## config.mk

```make
export PLATFORM = sky130hd
export DESIGN_NAME = mem_arbiter
export DESIGN_NICKNAME = d
export VERILOG_FILES = /design/src/rtl/mem_arbiter.sv
export SDC_FILE = /design/constraint.sdc
export NUM_CORES = 1
export LEC_CHECK = 0
export ABC_AREA = 1
export CAP_MARGIN = 30
export CORE_MARGIN = 3
export CORE_UTILIZATION = 35
export CTS_BUF_LIST = sky130_fd_sc_hd__clkbuf_8
export DETAILED_ROUTE_END_ITERATION = 12
export PLACE_DENSITY = 0.93
export SLEW_MARGIN = 10
export SYNTH_ARGS = -nofsm -noshare
export SYNTH_HDL_FRONTEND = slang
export SYNTH_SLANG_ARGS = --single-unit
```

## constraint.sdc

```tcl
create_clock -name clk -period 2.2 [get_ports clk]
set_input_delay 0.22 -clock clk [delete_from_list [all_inputs] [get_ports clk]]
set_output_delay 0.22 -clock clk [all_outputs]
set_load 0.02 [all_outputs]
```

## src/rtl/mem_arbiter.sv

```systemverilog
// Fetch/exec arbiter for the shared single-port BRAM. Exec has priority, a
// starvation counter forces periodic fetch grants, and a tag pipe routes read data back.
module mem_arbiter #(
    parameter int RD_LAT   = 2,
    parameter int MAX_WAIT = 4
) (
    input  logic        clk,
    input  logic        rstn,
    input  logic        if_req,
    input  logic [18:0] if_addr,
    output logic        if_gnt,
    output logic        if_rvalid,
    output logic [31:0] if_rdata,
    input  logic        ex_req,
    input  logic [18:0] ex_addr,
    input  logic [31:0] ex_wdata,
    input  logic [3:0]  ex_wea,
    output logic        ex_gnt,
    output logic        ex_rvalid,
    output logic [31:0] ex_rdata,
    output logic        mem_enable,
    output logic [18:0] mem_addr,
    output logic [31:0] mem_wdata,
    output logic [3:0]  mem_wea,
    input  logic [31:0] mem_rdata,
    output logic [31:0] fetch_stall_cnt
);
    localparam int SW = (MAX_WAIT > 0) ? $clog2(MAX_WAIT + 1) : 1;

    typedef enum logic { OWN_IF = 1'b0, OWN_EX = 1'b1 } owner_e;
    typedef struct packed {
        logic   vld;
        owner_e own;
    } tag_t;

    tag_t [RD_LAT-1:0] tag_pipe;
    tag_t              tag_in;
    logic [SW-1:0]     starve_q;
    logic [31:0]       stall_q;
    logic              fprio;
    logic              stalled;

    assign fprio   = (MAX_WAIT != 0) && (starve_q == SW'(MAX_WAIT)) && if_req;
    assign ex_gnt  = ex_req & ~fprio;
    assign if_gnt  = if_req & ~ex_gnt;
    assign stalled = if_req & ~if_gnt;

    // A fetch grant is always a read, so its write lanes stay quiet.
    always_comb begin
        mem_addr  = '0;
        mem_wdata = '0;
        mem_wea   = '0;
        if (ex_gnt) begin
            mem_addr  = ex_addr;
            mem_wdata = ex_wdata;
            mem_wea   = ex_wea;
        end else if (if_gnt) begin
            mem_addr = if_addr;
        end
    end

    always_comb begin
        tag_in.vld = if_gnt | (ex_gnt & (ex_wea == 4'b0000));
        tag_in.own = ex_gnt ? OWN_EX : OWN_IF;
    end

    always_ff @(posedge clk or negedge rstn) begin
        if (!rstn) begin
            tag_pipe <= '0;
        end else begin
            tag_pipe[0] <= tag_in;
            for (int i = 1; i < RD_LAT; i++)
                tag_pipe[i] <= tag_pipe[i-1];
        end
    end

    always_ff @(posedge clk or negedge rstn) begin
        if (!rstn) begin
            starve_q <= '0;
            stall_q  <= '0;
        end else begin
            if (stalled) begin
                if (starve_q != SW'(MAX_WAIT))
                    starve_q <= starve_q + SW'(1);
            end else begin
                starve_q <= '0;
            end
            if (stalled && (stall_q != 32'hFFFF_FFFF))
                stall_q <= stall_q + 32'd1;
        end
    end

    assign if_rvalid       = tag_pipe[RD_LAT-1].vld && (tag_pipe[RD_LAT-1].own == OWN_IF);
    assign ex_rvalid       = tag_pipe[RD_LAT-1].vld && (tag_pipe[RD_LAT-1].own == OWN_EX);
    assign if_rdata        = mem_rdata;
    assign ex_rdata        = mem_rdata;
    assign mem_enable      = 1'b1;
    assign fetch_stall_cnt = stall_q;

endmodule

```

==> results.md, run 1 <==
- Measured slew at the worst slew-check pin: between 0.8 and 0.9 ns
- Peak supply drop: 0.184 mV
- Core Region: between 9000 and 10,000 um^2
- Setup-failing EPs final: 0
- Num rows: 35
- Static Leakage: 2.38 nW
- Tot GR Track Use: roughly 22%
- Worst setup SP type: flop
- CTS Buf Count: 5
- Fin Setup TNS: 0 ns
- Routability cong.: 0.918
- Initial antenna violation count: 0
- Synth warn: 0
- Syn nets: approximately 650
- CTS Sinks: 39
- Synth Flop Type: dfrtp_1
- First-pass GRT wire length: approximately 19,000 um
- Clock transition at the registers of the reported paths: 0.07 ns
- Mapped cell area: between 3000 and 4000 um^2
- Post-CTS Hold Fix Bufs: 0
- Worst Hold Class: in -> async
- Max Slew Vio Count: 0
- Worst hold margin: roughly 0.036 ns
- Max clock buf depth: 2
- Critical Path RT: 1.98 ns
- CTS tree: built
- Grt ovf: 0
- 1st-iter DRT viols: approximately 180
- Ys async rst share: 100%
- Io pins: 266
- Netlist cell types: 26
- Sequential fraction of the synthesis area: around 29%
- Layout area overhead: 41.7%
- Critical path peak fanout: 20
- Routed Antenna Nets: 0
- Drt via density: about 4.5
- DRC violations left: 0
- CP endpoint kind: primary output
- Syn_area_per_cell: approximately 6.4 um^2
- Minimum clock period: approximately 2.1 ns
- Vias in the first global route: between 3,000 and 4,000
- Clock skew: about 0.0078 ns
- Largest net degree at the start of global routing: 40
- Final period util: between 90 and 100%
- MaxCap Viol Count: 0
- Commonest non-fill, non-tap cell in the layout: nand2_1
- DR vias: 3,526
- Layout cell share with drive strength beyond 1: under 10%
- Die H: between 100 and 150 um
- Status: finished clean
- Clk_lat worst skew: a little under 0.3 ns
- Post-synth EDFFs: 0
- Critical path class: reg -> out
- Commonest non-fill, non-tap cells in the layout: 188 x nand2_1, 110 x clkdlybuf4s50_1, 87 x nor2_1, 65 x inv_1, 39 x dfrtp_1
- Die W: between 100 and 150 um
- DR pass1 iterations: 5
- Starting density of the core: between 30% and 40%
- Seq cells post-synth: 39
- Wirelength per Cell: ~15 um
- Port Buf Inserts: about 170
- Total wire length: about 12,000 um
- Die ar.: 11,000 um^2
- FMAX: between 400 and 500 MHz
- Fin. Hold Viols: 0
- HPWL Detailed: 10,200 um
- Fin nets: between 700 and 800
- CTS root buf: clkbuf_8
- Critical Path AT: roughly 1.9 ns
- Relative slew slack: 43.8%
- Syn Inst Count: between 500 and 600
- Ant. Diodes: 0
- CTS H-tree lvls: 2
- PwrDens: 398 nW/um^2
## where the power goes
part	switching, mW	leakage (nW)	internal, mW
combinational	0.345	1.81	0.336
clock	0.227	0.0413	0.207
sequential	0.0540	0.532	0.755
total	0.626	2.38	1.30
## synth_stat cells, types with 3 or more instances
cell type	number	area [um^2]
clkbuf_1	6	22.5
nor2_1	87	327
nor3_1	3	15.0
inv_1	64	240
o21ai_0	3	15.0
nand2_1	188	706
ha_1	3	37.5
buf_4	65	488
nand3_1	21	105
a22o_1	19	166
dfrtp_1	39	976
xor2_1	7	61.3
xnor2_1	7	61.3
nor2_2	3	18.8
## stage by stage
| step | setup slack, ns | utilization, % | total power, mW | cell area [um^2] | instances |
|---|---|---|---|---|---|
| 2_1_floorplan | 0.413 | - | 1.29 | 3410 | 536 |
| 3_3_place_gp | 0.0532 | 51.5 | 1.54 | 4830 | 770 |
| 3_5_place_dp | -0.00586 | 51.7 | 1.55 | 4840 | 771 |
| 4_1_cts | 0.00733 | 51.7 | 1.94 | 4840 | 777 |
| 5_1_grt | -0.00907 | 51.5 | 2.03 | 4830 | 777 |
| 6_report | 0.0969 | 51.5 | 1.92 | 4830 | 777 |
## kinds of logic (layout without fill, tap and decap cells)
kind of cell	Yosys count	count (layout)	synth area share (%)
AOI/OAI and AO/OA	23	23	5.58
xor gates and xnor gates	14	14	3.60
buffers and inverters	142	254	23.5
adders and majority gates	3	3	1.10
other	1	1	0.110
DFF	39	39	28.6
and+or+nand+nor	314	314	37.4
## area by class of cell
class	instances	area, um^2
Clock buffer	5	68.8
Clock inverter	1	3.75
Fill cell	916	4540
Inverter	65	244
Multi-Input combinational cell	355	1630
Sequential cell	39	976
Tap cell	129	161
Timing Repair Buffer	183	1750
## sequential cells by signal, summed over array words and instances, names as in the netlist
register         flops
tag_pipe             4
fetch_stall_cnt     32
starve_q             3
## worst max-delay path, stage by stage, from the launching register on
cell,delay (ns)
dfrtp_1,0.37
inv_1,0.05
ha_1,0.20
nand3_1,0.07
nand2_1,0.08
nand2_1,0.10
inv_1,0.07
buf_12,0.15
a22o_1,0.18
dlygate4sd2_1,0.32
## per-layer routing
layer / GRT usage [%] / part of all wire (%)
met3: 7.84 / 8.9
met4: 7.31 / 2.9
met5: 0 / 0
met1: 23.4 / 36
met2: 39.5 / 53
## path summary, 6_finish.rpt
path / from / end / slack (ns) / depth (start not counted)
worst max-delay path: starve_q[0]$_DFFE_PN0P_ / mem_addr[2] / 0.1 / 9
worst min-delay path: rstn / fetch_stall_cnt[5]$_DFFE_PN0P_ / 0.04 / 1
worst max register to register: fetch_stall_cnt[1]$_DFFE_PN0P_ / fetch_stall_cnt[8]$_DFFE_PN0P_ / 0.29 / 9
worst min register to register: tag_pipe[1]$_DFF_PN0_ / tag_pipe[3]$_DFF_PN0_ / 0.35 / 0
max in group asynchronous: rstn / fetch_stall_cnt[26]$_DFFE_PN0P_ / 1.64 / 1
min in group clk: tag_pipe[1]$_DFF_PN0_ / tag_pipe[3]$_DFF_PN0_ / 0.35 / 0
## repair_timing
item	in CTS	in global routing
setup buffers	0	0
gates resized for setup	56	38
setup endpoints to repair	56	28
hold endpoints to repair	0	0
(Power assumes the default switching activity.)
==> run 2: changes to the inputs <==
==> config.mk (replaced) <==
export PLATFORM = sky130hd
export DESIGN_NAME = mem_arbiter
export DESIGN_NICKNAME = d
export VERILOG_FILES = /design/src/rtl/mem_arbiter.sv
export SDC_FILE = /design/constraint.sdc
export NUM_CORES = 1
export LEC_CHECK = 0
export CAP_MARGIN = 30
export CORE_AREA = 3 3 103 105
export DETAILED_ROUTE_END_ITERATION = 12
export DIE_AREA = 0 0 106 108
export PLACE_DENSITY = 0.87
export SLEW_MARGIN = 10
export SYNTH_ARGS = -nofsm -noshare
export SYNTH_HDL_FRONTEND = slang
export SYNTH_SLANG_ARGS = --single-unit
==> run 2 against run 1 <==
- first-iteration DRC count fell by 2.2%
- combinational power increased by 7.9%
- clock-buffer cell count unchanged
- sequential cell count stayed put
- via count down 21%
- clock power increased by 33%
- synthesized cell count down 35%
==> results.md, run 2 <==
- Max clock buf depth: 2 (unchanged)
- Final period util: 94.8% (-0.79 points)
- Total Power: 2.18 mW (+13%)
- Mapped cell area: 2920 um^2 (-14%)
- Area leader, netlist: dfrtp_1
- Routed Antenna Nets: 0 (unchanged)
- Layout area overhead: 45.6%
- Starting density of the core: 30.0% (-6.4 points)
- Top cell type's share of synthesized area: 33.5% (+4.8 points)
- DR pass1 iterations: 4 (-1)
- R2r setup slk: 0.16 ns (-0.13 ns)
- Critical Path AT: 1.87 ns (about the same)
- CTS tree: built
- Netlist cell types: 37 (+42%)
- PwrDens: 513 nW/um^2 (+29%)
- Static Leakage: 1.94 nW (-18%)
- CTS Buf Count: 5 (unchanged)
- CTS root buf: clkbuf_8
- Minimum clock period: 2.09 ns (-0.0173 ns)
- Routability cong.: 0.786 (-14%)
- Total wire length: 9910 um (-17%)
- Commonest non-fill, non-tap cells in the layout: 110 x clkdlybuf4s50_1, 51 x nand2_1, 45 x clkbuf_2, 40 x and2_1, 39 x dfrtp_1
- Num rows: 36 (+2.9%)
- Seq cells post-synth: 39 (unchanged)
- Measured slew at the worst slew-check pin: 0.848 ns (+0.00451 ns)
- Max Slew Vio Count: 0 (unchanged)
- Die H: 108 um (+3.2%)
- Io pins: 266 (unchanged)
- Tot GR Track Use: 15.6% (-6.2 points)
- Clock transition at the registers of the reported paths: 0.08 ns (about the same)
- Crit path largest cell delay: 0.38 ns (about the same)
- R2R cell count: 5 (-4)
- Port Buf Inserts: 168 (unchanged)
- Sequential fraction of the synthesis area: 33.5% (+4.8 points)
- Peak supply drop: 0.203 mV (+10%)
- Reg2reg start: fetch_stall_cnt[14]$_DFFE_PN0P_
- Drt via density: 4.70 (+3.5%)
- DRC violations left: 0 (unchanged)
- Most numerous cell in the Yosys netlist: buf_4
- Setup-failing EPs final: 0 (unchanged)
- Ant. Diodes: 0 (unchanged)
- Die ar.: 11,400 um^2 (+4.5%)
- 1st-iter DRT viols: 175 (-2.2%)
- Commonest non-fill, non-tap cell in the layout: clkdlybuf4s50_1
- MaxCap Viol Count: 0 (unchanged)
- Syn_area_per_cell: 8.33 um^2 (+31%)
- Number of flip-flops in the largest register: 32 (unchanged)
- Critical path class: reg -> out
- Status: finished clean
- FMAX: 479 MHz (+0.83%)
- Wirelength per Cell: 16.7 um (+8.6%)
- CTS H-tree lvls: 2 (unchanged)
- Largest cells by area after synthesis: dfrtp_1 33%, buf_4 17%, and2_1 8.6%, xor2_1 6.6%, nand2_1 6.6%
- Syn Inst Count: 350 (-35%)
- Clock skew: 0.00786 ns (+0.0000213 ns)
- Die W: 106 um (+1.3%)
- Ys async rst share: 100% (unchanged)
- Relative slew slack: 43.5% (-0.30 points)
- Core Region: 9730 um^2 (+3.8%)
- Post-synth top cells: 65 x buf_4, 51 x nand2_1, 40 x and2_1
- First-pass GRT wire length: 14,000 um (-25%)
- Clk_lat worst skew: 0.29 ns (about the same)
- Critical path peak fanout: 18 (-10%)
- Synth Flop Type: dfrtp_1
- CP max stage cell: dfrtp_1
- Worst Hold Class: in -> async
- Placed cells: 583 (-24%)
- Fin. Hold Viols: 0 (unchanged)
- Worst hold margin: 0.0348 ns (-0.000998 ns)
- Synth warn: 0 (unchanged)
- Layout cell share with drive strength beyond 1: 17.8% (+11 points)
- CTS Sinks: 39 (unchanged)
- Final core utilization: 43.6% (-7.9 points)
- Vias in the first global route: 2,580 (-24%)
- Critical Path RT: 1.98 ns (about the same)
- Largest net degree at the start of global routing: 59 (+48%)
- CP Cell Sequence: inv_1 -> ha_2 -> a31oi_4 -> buf_4 -> nand2_1 -> o21ai_0 -> dlygate4sd2_1
- Fin nets: 574 (-25%)
- Post-route insts no fill: 594 (-24%)
- Reg2reg end: fetch_stall_cnt[16]$_DFFE_PN0P_
- Syn nets: 463 (-29%)
- Worst setup SP type: flop
- Grt ovf: 0 (unchanged)
- Post-synth EDFFs: 0 (unchanged)
- CP endpoint kind: primary output
- DR vias: 2,790 (-21%)
- HPWL Detailed: 8100 um (-21%)
- Initial antenna violation count: 0 (unchanged)
[run 2: how the worst max path moves through the flow]
stage | from | end | cells after the start
floorplan | starve_q[0]$_DFFE_PN0P_ | mem_addr[10] | 7
global placement | if_req | mem_wdata[29] | 5
detailed placement | if_req | mem_addr[17] | 6
CTS | starve_q[0]$_DFFE_PN0P_ | mem_addr[17] | 7
global route | fetch_stall_cnt[1]$_DFFE_PN0P_ | fetch_stall_cnt[7]$_DFFE_PN0P_ | 7
finish | starve_q[0]$_DFFE_PN0P_ | mem_addr[0] | 7
[run 2: logic make-up after synthesis]
kind of cell,count (synthesis),share of synthesized area (%)
AND/OR/NAND/NOR,166,30.9
buffers and inverters,85,19.4
flip-flops,39,33.5
XOR/XNOR,29,8.71
AO/OA/AOI/OAI,26,5.67
adder cells (fa/ha/maj),3,1.29
other,1,0.129
multiplexers,1,0.386
[run 2: repair_timing]
item | CTS | global route
setup buffers | 0 | 3
hold buffers | 0 | 0
endpoints found under the hold margin | 0 | 0
cloned | 0 | 1
pin swaps | 0 | 1
setup endpoints to repair | 57 | 55
gates resized for setup | 77 | 92
[run 2: area by class of cell]
| cell class | count | area, um^2 |
|---|---|---|
| Fill cell | 985 | 5490 |
| Tap cell | 133 | 166 |
| Sequential cell | 39 | 976 |
| Clock inverter | 2 | 37.5 |
| Inverter | 5 | 18.8 |
| Multi-Input combinational cell | 226 | 1390 |
| Clock buffer | 5 | 68.8 |
| Timing Repair Buffer | 184 | 1580 |
[run 2: metal layers]
| layer | GRT usage [%] | vias up | part of all wire, % |
|---|---|---|---|
| met2 | 24.9 | 167 | 47 |
| met5 | 0 | - | 0 |
| li1 | - | 1318 | - |
| met3 | 4.78 | 10 | 9.6 |
| met1 | 20.9 | 1295 | 43 |
| met4 | 3.52 | 0 | 1.0 |
[run 2: stage by stage]
stage | setup TNS (ns) | cell area (um^2) | worst slack, ns
after floorplan | 0 | 2920 | 0.131
after global placement | -0.148 | 4330 | -0.0408
after detailed placement | -1.69 | 4330 | -0.109
after CTS | -0.0670 | 4390 | -0.0405
after global routing | -0.00747 | 4240 | -0.00747
final | 0 | 4240 | 0.114
[run 2: power breakdown]
group / switching [mW] / internal, mW / total (mW)
Combinational: 0.369 / 0.366 / 0.735
Clock: 0.245 / 0.331 / 0.577
Sequential: 0.0849 / 0.781 / 0.865
[run 2: worst max-delay path, delay by kind of cell (launching register included)]
| family | cells | cell delay (ns) |
|---|---|---|
| compound gates | 2 | 0.29 |
| simple gates | 1 | 0.07 |
| flops | 1 | 0.38 |
| buf+inv | 3 | 0.64 |
| fa+ha+maj | 1 | 0.21 |
==> run 3: changes to the inputs <==
--- a/config.mk
+++ b/config.mk
@@ -10,6 +10,7 @@
 export DETAILED_ROUTE_END_ITERATION = 12
 export DIE_AREA = 0 0 106 108
 export PLACE_DENSITY = 0.87
+export REMOVE_ABC_BUFFERS = 1
 export SLEW_MARGIN = 10
 export SYNTH_ARGS = -nofsm -noshare
 export SYNTH_HDL_FRONTEND = slang
==> run 3 against run 2 <==
- maximum frequency shrank 1.5%
- power is essentially flat
- via count grew 4.3%
- final cell count grew 1.0%
- critical path depth shrank 1
- hold slack gained 0.28 ns
- non-clock buffer count grew 5
- critical path type unchanged
- highest routed layer is now met5
==> results.md, run 3 (same netlist as run 2, synthesis figures left out) <==
- Total wire length: 14,000 um (+41%)
- Commonest non-fill, non-tap cells in the layout: 110 x clkdlybuf4s50_1, 51 x nand2_1, 47 x buf_4, 39 x dfrtp_1, 38 x and2_1
- Layout cell share with drive strength beyond 1: 20.1% (+2.3 points)
- Commonest non-fill, non-tap cell in the layout: clkdlybuf4s50_1
- Clock transition at the registers of the reported paths: 0.09 ns (about the same)
- HPWL Detailed: 12,000 um (+48%)
- Critical Path RT: 1.98 ns (about the same)
- Die H: 108 um (unchanged)
- Starting density of the core: 30.0% (unchanged)
- Final Cell Area: 4460 um^2 (+5.2%)
- Core Region: 9730 um^2 (unchanged)
- 1st-iter DRT viols: 84 (-52%)
- Peak supply drop: 0.205 mV (+1.3%)
- Tot GR Track Use: 24.3% (+8.8 points)
- GR Util met2: 31.2% (+6.4 points)
- Total Power: 2.18 mW (about the same)
- Initial antenna violation count: 0 (unchanged)
- CP endpoint kind: primary output
- Final period util: 96.2% (+1.4 points)
- Status: finished clean
- CTS Buf Count: 5 (unchanged)
- Met1 usage: 35.5% (+15 points)
- Grt ovf: 0 (unchanged)
- Number of flip-flops in the largest register: 32 (unchanged)
- Logic pwr share: 37.3% (+3.5 points)
- Fin nets: 579 (+0.87%)
- Num rows: 36 (unchanged)
- Vias in the first global route: 2,924 (+13%)
- Cell Area, Placed: 4260 um^2 (-1.7%)
- CP max stage cell: dfrtp_1
- Met3 Use GR: 14.3% (+9.5 points)
- Crit path largest cell delay: 0.36 ns (-0.02 ns)
- Critical path peak fanout: 11 (-7)
- Routability cong.: 0.852 (+8.4%)
- Io pins: 266 (unchanged)
- Critical path class: reg -> out
- Worst hold margin: 0.311 ns (+0.276 ns)
- P_int: 1.42 mW (-4.0%)
- Final core utilization: 45.9% (+2.3 points)
- FMAX: 472 MHz (-1.5%)
- Multi-input logic area: 1410 um^2 (+0.90%)
- Minimum clock period: 2.12 ns (+0.0307 ns)
- R2r setup slk: 0.16 ns (about the same)
- DR pass1 iterations: 4 (unchanged)
- # fillers: 963 (-2.2%)
- Wirelength per Cell: 23.4 um (+40%)
- Placed cells: 585 (+0.34%)
- Switching Fraction: 34.9% (+2.7 points)
- Clock skew: 0.00932 ns (+0.00146 ns)
- Die ar.: 11,400 um^2 (unchanged)
- MaxCap Viol Count: 0 (unchanged)
- CP Cell Sequence: inv_1 -> ha_4 -> a31oi_4 -> bufbuf_16 -> and2_1 -> clkdlybuf4s15_2
- Max Slew Vio Count: 0 (unchanged)
- CTS H-tree lvls: 2 (unchanged)
- Register area: 976 um^2 (unchanged)
- Die W: 106 um (unchanged)
- CTS root buf: clkbuf_8
- Power share of the clock group: 23.4% (-3.1 points)
- DR vias: 2,910 (+4.3%)
- Max clock buf depth: 2 (unchanged)
- Routed Antenna Nets: 0 (unchanged)
- CTS tree: built
- Port Buf Inserts: 168 (unchanged)
- Static Leakage: 2.01 nW (+3.6%)
- First-pass GRT wire length: 20,100 um (+43%)
- Busiest grt layer: met1
- Post-route insts no fill: 600 (+1.0%)
- Clk_lat worst skew: 0.29 ns (about the same)
- Psw: 0.759 mW (+8.6%)
- Drt via density: 4.85 (+3.3%)
- Worst setup SP type: flop
- Ant. Diodes: 0 (unchanged)
- Final WS setup: 0.0835 ns (-0.0307 ns)
- Seq pwr share: 39.4% (-0.3 points)
- Setup-failing EPs final: 0 (unchanged)
- Place WS: -0.0948 ns (+0.0143 ns)
- RSZ-0062 raised after global routing: true
- DRC violations left: 0 (unchanged)
- Fin. Hold Viols: 0 (unchanged)
- PwrDens: 488 nW/um^2 (-4.9%)
- Worst Hold Class: in -> async
- CTS Sinks: 39 (unchanged)
- Fin Setup TNS: 0 ns (unchanged)
- Layout area overhead: 53.1%
- Largest net degree at the start of global routing: 40 (-32%)
- Critical Path AT: 1.90 ns (+0.03 ns)
==> run 3: final cells by class <==
class	instances	share of cell area [%]
Clock buffer	5	1.54
Clock inverter	3	0.533
Inverter	5	0.420
Multi-Input combinational cell	226	31.5
Sequential cell	39	21.9
Tap cell	133	3.73
Timing Repair Buffer	189	40.4
==> run 3: worst paths after layout <==
check	from	to	cells past startpoint
worst max register to register	fetch_stall_cnt[14]$_DFFE_PN0P_	fetch_stall_cnt[16]$_DFFE_PN0P_	6
max in group asynchronous	rstn	fetch_stall_cnt[5]$_DFFE_PN0P_	3
worst min register to register	tag_pipe[1]$_DFF_PN0_	tag_pipe[3]$_DFF_PN0_	0
min in group clk	tag_pipe[1]$_DFF_PN0_	tag_pipe[3]$_DFF_PN0_	0
worst min-delay path	rstn	fetch_stall_cnt[3]$_DFFE_PN0P_	2
worst max-delay path	starve_q[1]$_DFFE_PN0P_	mem_wdata[6]	6
==> run 3: layer usage <==
| layer | wire (um) | vias up |
|---|---|---|
| met4 | 33 | 2 |
| met1 | 6620 | 1339 |
| li1 | - | 1328 |
| met3 | 2100 | 8 |
| met5 | 87 | - |
| met2 | 5170 | 233 |
==> run 3: power by group through the flow <==
| stage | sequential, mW | clock, mW | combinational, mW |
|---|---|---|---|
| 2_1_floorplan | 0.929 | 0 | 0.243 |
| 5_1_grt | 0.872 | 0.548 | 0.867 |
| 6_report | 0.858 | 0.509 | 0.812 |
| 3_3_place_gp | 0.870 | 0 | 0.785 |
| 4_1_cts | 0.859 | 0.523 | 0.819 |
| 3_5_place_dp | 0.872 | 0 | 0.799 |
==> run 3: worst max-delay path: cells and delay by family, from the launching register on <==
kind            cells  cell delay [ns]
compound gates      1             0.27
fa+ha+maj           1             0.17
buf+inv             3             0.67
flops               1             0.36
simple gates        1             0.12
==> run 3: timing repair <==
action | in CTS | in global routing
hold buffers | 0 | 1
setup buffers | 2 | 2
setup endpoints to repair | 34 | 54
hold endpoints to repair | 0 | 9
resized for setup | 60 | 25
pin swaps | 1 | 2
cloned | 3 | 0
